**src/rtl/spd_pkg.sv**
```systemverilog
// Shared speed-path definitions used by the speed controller and the tick generator.
package spd_pkg;
  localparam int unsigned DIV_WIDTH = 32;
  localparam logic [DIV_WIDTH-1:0] DIV_DEFAULT = 32'h266;
  localparam logic [DIV_WIDTH-1:0] DIV_MIN = 32'd2;
  typedef logic [DIV_WIDTH-1:0] div_t;
endpackage

```
**src/rtl/div_clamp.sv**
```systemverilog
// Combinational clamp: raises divider requests below DIV_MIN to DIV_MIN (unsigned compare).
module div_clamp
  import spd_pkg::*;
#(
  parameter int unsigned WIDTH = DIV_WIDTH,
  parameter logic [WIDTH-1:0] DIV_MIN = spd_pkg::DIV_MIN
) (
  input  logic [WIDTH-1:0] i_div,
  output logic [WIDTH-1:0] o_req,
  output logic             o_clamped
);
  always_comb begin
    o_clamped = (i_div < DIV_MIN);
    o_req     = o_clamped ? DIV_MIN : i_div;
  end
endmodule

```
**src/rtl/clk_div_tick_gen.sv**
```systemverilog
// Period counter producing a one-cycle tick every div_active clocks and a 50 % divided clock;
// divider changes are taken only at period boundaries, while disabled, or on restart.
module clk_div_tick_gen
  import spd_pkg::*;
#(
  parameter int unsigned WIDTH = DIV_WIDTH,
  parameter logic [WIDTH-1:0] DIV_DEFAULT = spd_pkg::DIV_DEFAULT,
  parameter logic [WIDTH-1:0] DIV_MIN = spd_pkg::DIV_MIN
) (
  input  logic             clk,
  input  logic             reset_n,
  input  logic             enable,
  input  logic             restart,
  input  logic [WIDTH-1:0] div_in,
  output logic             tick,
  output logic             div_clk,
  output logic [WIDTH-1:0] div_active,
  output logic             div_update,
  output logic             clamped
);
  logic [WIDTH-1:0] w_req;
  logic             w_req_clamped;
  logic             w_last;
  logic             w_load;

  logic [WIDTH-1:0] r_pending;
  logic             r_pend_clamped;
  logic [WIDTH-1:0] r_active;
  logic [WIDTH-1:0] r_cnt;
  logic             r_tick;
  logic             r_div_clk;
  logic             r_update;
  logic             r_clamped;

  div_clamp #(
    .WIDTH   (WIDTH),
    .DIV_MIN (DIV_MIN)
  ) u_clamp (
    .i_div     (div_in),
    .o_req     (w_req),
    .o_clamped (w_req_clamped)
  );

  // >= rather than == so a period shortened while paused past the new end
  // still terminates on the next enabled cycle instead of wrapping the counter.
  always_comb begin
    w_last = enable && (r_cnt >= (r_active - WIDTH'(1)));
    w_load = restart || !enable || w_last;
  end

  always_ff @(posedge clk) begin
    if (!reset_n) begin
      r_pending      <= DIV_DEFAULT;
      r_pend_clamped <= 1'b0;
      r_active       <= DIV_DEFAULT;
      r_cnt          <= '0;
      r_tick         <= 1'b0;
      r_div_clk      <= 1'b0;
      r_update       <= 1'b0;
      r_clamped      <= 1'b0;
    end else begin
      r_pending      <= w_req;
      r_pend_clamped <= w_req_clamped;

      if (w_load) begin
        r_active  <= r_pending;
        r_clamped <= r_pend_clamped;
        r_update  <= (r_pending != r_active);
      end else begin
        r_update  <= 1'b0;
      end

      if (restart) begin
        r_cnt     <= '0;
        r_div_clk <= 1'b0;
        r_tick    <= 1'b0;
      end else if (w_last) begin
        r_cnt     <= '0;
        r_div_clk <= ~r_div_clk;
        r_tick    <= 1'b1;
      end else if (enable) begin
        r_cnt     <= r_cnt + WIDTH'(1);
        r_tick    <= 1'b0;
      end else begin
        r_tick    <= 1'b0;
      end
    end
  end

  assign tick       = r_tick;
  assign div_clk    = r_div_clk;
  assign div_active = r_active;
  assign div_update = r_update;
  assign clamped    = r_clamped;
endmodule

```
**config.mk**
```make
export PLATFORM = sky130hd
export DESIGN_NAME = clk_div_tick_gen
export DESIGN_NICKNAME = d
export VERILOG_FILES = /design/src/rtl/spd_pkg.sv /design/src/rtl/div_clamp.sv /design/src/rtl/clk_div_tick_gen.sv
export SDC_FILE = /design/constraint.sdc
export NUM_CORES = 1
export LEC_CHECK = 0
export ABC_AREA = 0
export CAP_MARGIN = 10
export CORE_AREA = 2 2 129 131
export CTS_CLUSTER_DIAMETER = 100
export DETAILED_ROUTE_END_ITERATION = 8
export DIE_AREA = 0 0 131 133
export PLACE_DENSITY_LB_ADDON = 0.05
export SYNTH_ARGS = -nofsm -noshare
export SYNTH_HDL_FRONTEND = slang
export SYNTH_SLANG_ARGS = --single-unit
```
**constraint.sdc**
```tcl
create_clock -name clk -period 4.6 [get_ports clk]
set_input_delay 0.46 -clock clk [delete_from_list [all_inputs] [get_ports clk]]
set_output_delay 0.46 -clock clk [all_outputs]
set_load 0.02 [all_outputs]
```
==> results.md <==
* Mapped Nets at 679
* Peak Freq at 242 MHz
* Critical path capture point type: flip-flop
* Synth cell types at 49
* Vias after detailed routing at 4318
* Global-route wire length before repair at 22.5 mm
* Tightest Pin Transition at 676 ps
* P_sw at 0.518 mW
* Root Driver: clkbuf_16
* Comb power frac at 0.120
* WHS Endpoint: clamped
* Layout Skew at 8.14 ps
* Drc violations at 0
* PostCTS Resize Cnt at 0
* CP Data Required Time at 4830 ps
* Slew Limit Fails at 0
* Hold wc startpoint: r_pend_clamped
* CTS tree: yes
* Final setup violation count at 0
* Top-count cell post-synth: dfxtp_1
* Nets@finish at 746
* Synth area leaders: dfxtp_1, xor2_1, ha_1, mux2i_1, nand2_1
* Crit path kind: flip-flop to flip-flop
* Sequential element share of the synthesized area at 0.365
* RSZ-0062 raised after global routing: false
* # rows at 47
* Num Clock Sinks at 101
* Worst path top cell family by delay: simple AND/OR/NAND/NOR gates
* Relative slew slack at 0.549
* Drt pass-1 iters at 4
* Worst-Skew Late Latency at 350 ps
* Reg2reg start: div_active[10]
* Hold WS at 456 ps
* H-tree Lvls at 3
* Critical path's largest stage delay at 530 ps
* Initial antenna violation count at 0
* CTS max path bufs at 2
* Hold path cells at 2
* Seq cells post-synth at 101
* Core ar. at 0.0162 mm^2
* WL final at 14.1 mm
* Worst Hold Class: flip-flop to flip-flop
* CP dominant cell by count: nor2_1
* Post-route ant nets at 0
* Cell-internal power at 1.44 mW
* Post-CTS setup buffer count at 0
* Crit Path Max Fanout at 28
* Commonest cells post-synth: dfxtp_1, nand2_1, xor2_1, nor2_1, ha_1
* CP arrival at 4350 ps
* Setup WS pre-CTS at 492 ps
* Max_cap viols at 0
* Largest net degree at the start of global routing at 73
* Layout Area Growth over Synthesis at 21.7%
* Share of the synthesized area in the top cell type at 0.365
* GRT Total Usage at 0.169
* N_diodes at 0
* WL/cell at 15.7 um
* Hold_buf cts at 0
* EDFF count, synth at 0
* Share of cells above drive strength 1 at 0.0794
* GPL Wtd Cong at 0.761
* Worst path bufs/invs at 1
* Clock power share at 0.399
* Sequential share of power at 0.481
* Max IR drop VDD at 165 uV
* Total CTS buffers at 9
* Yosys top cell by area: dfxtp_1
* Final WS setup at 472 ps
* Chip height at 133 um
* Cells after Synth at 609
* Final min period at 4130 ps
* Setup TNS at 0 ps
* Mean Syn Cell Area at 9.11 um^2
* Critical path cell sequence: nor2_1 > nand2_1 > nor4_1 > nand3_1 > nor4_2 > xnor2_1 > ha_1 > nand4_1 > or4_4 > a41o_4 > a41oi_4 > buf_4 > nor2_1
* Final HPWL DP at 11.2 mm
* Initial Utilization at 0.343
* Dominant synthesized flop cell: dfxtp_1
* Grt total ovfl at 0
* Post-synth ARST share at 0
* Static Leak at 2.55 nW
* Pwr Density at 291 mW/mm^2
* Ys Warns at 0
* Switching share of power at 0.264
* Synthesized area at 0.00555 mm^2
* Reg2reg setup slack at 470 ps
* Worst path slowest cell: or4_4
* Vias per inst at 4.80
* Critical Path Start Type: flip-flop
* Clock-pin slew on the worst setup and hold paths at 70 ps
* IO buf count at 71
* 1st-iter DRT viols at 182
* Hold Fails Final Rpt at 0
* Vias in the first global route at 4214
* Die ar. at 0.0174 mm^2
* # IOs at 72
* Status: complete, no violations
* Horiz. Die Dim at 131 um
* Fin crit share at 0.897
* Crit Reg-Reg Endpoint: r_cnt[19]
* Worst reg2reg path depth at 13
## kinds of logic (layout without fill, tap and decap cells)
| family | after synthesis | after routing | share of synthesized area |
|---|---|---|---|
| xor gates and xnor gates | 90 | 90 | 0.142 |
| buffers and inverters | 26 | 97 | 0.0264 |
| adders and majority gates | 34 | 34 | 0.0767 |
| muxes | 32 | 32 | 0.0578 |
| AOI/OAI and AO/OA | 40 | 40 | 0.0573 |
| and+or+nand+nor | 286 | 286 | 0.275 |
| DFF | 101 | 101 | 0.365 |
## stage by stage
stage	util	instances	cell area (um^2)	total power [mW]
CTS	0.417	900	6750	1.99
global placement	0.399	885	6450	1.20
global route	0.417	900	6750	2.05
floorplan	-	609	5550	1.10
detailed placement	0.399	885	6450	1.20
finish	0.417	900	6750	1.96
## worst register-to-register path, stage by stage (launching register included)
cell and delay, ps:
dfxtp_1 390, nor2_1 250, nand2_1 110, nor4_1 490, nand3_1 350, nor4_2 320
xnor2_1 120, ha_1 320, nand4_1 120, or4_4 530, a41o_4 290, a41oi_4 190
buf_4 400, nor2_1 110
## cells in the final DEF (no fill, tap or decap), types with 7 or more instances in the layout
cell type        count
nand3_1             19
nor4_1              21
mux2i_1             32
and3_1               7
nor3_1              10
nand2b_1             7
dfxtp_1            101
xor2_1              58
nand4_1             15
ha_1                34
clkdlybuf4s50_1     70
xnor2_1             32
a21oi_1             13
and2_1              32
nor2_1              35
nor2_2              20
clkbuf_16            9
nand2_1             84
nor2b_1             12
## state kept, by name (all words and copies together), names as in the netlist
register / flops
div_clk: 1
r_pend_clamped: 1
div_active: 32
r_pending: 32
r_cnt: 32
tick: 1
div_update: 1
clamped: 1
## routing by layer
metal / vias up / GRT usage / share of wire
met2: 58 / 0.285 / 0.48
met5: - / 0 / 0
met1: 2007 / 0.220 / 0.48
li1: 2243 / - / -
met3: 10 / 0.0315 / 0.026
met4: 0 / 0.0485 / 0.011
## worst max path at each step
stage	startpoint	endpoint	slack, ps	depth (start not counted)
2_1_floorplan	div_active[17]	div_active[21]	880	14
3_3_place_gp	div_active[2]	r_cnt[21]	590	13
3_5_place_dp	div_active[10]	r_cnt[22]	490	13
4_1_cts	div_active[10]	r_cnt[19]	480	13
5_1_grt	div_active[10]	r_cnt[19]	170	13
6_report	div_active[10]	r_cnt[19]	470	13
## final cells by class
cell class / instances / area (um^2)
clock inverter: 6 / 71.3
fill: 1646 / 9420
clock buffer: 9 / 225
tap: 220 / 275
timing repair buffer: 76 / 756
inverter: 6 / 22.5
multi-input combinational: 482 / 3380
sequential: 101 / 2020
## power groups by stage
stage                     Clock [mW]  Sequential [mW]  Combinational, mW
after floorplan                    0            0.968              0.132
after global placement             0            0.964              0.237
after detailed placement           0            0.964              0.240
after CTS                      0.808            0.944              0.241
after global routing           0.841            0.949              0.258
final                          0.783            0.944              0.235
Note: power is estimated with default switching activity, not from simulation.
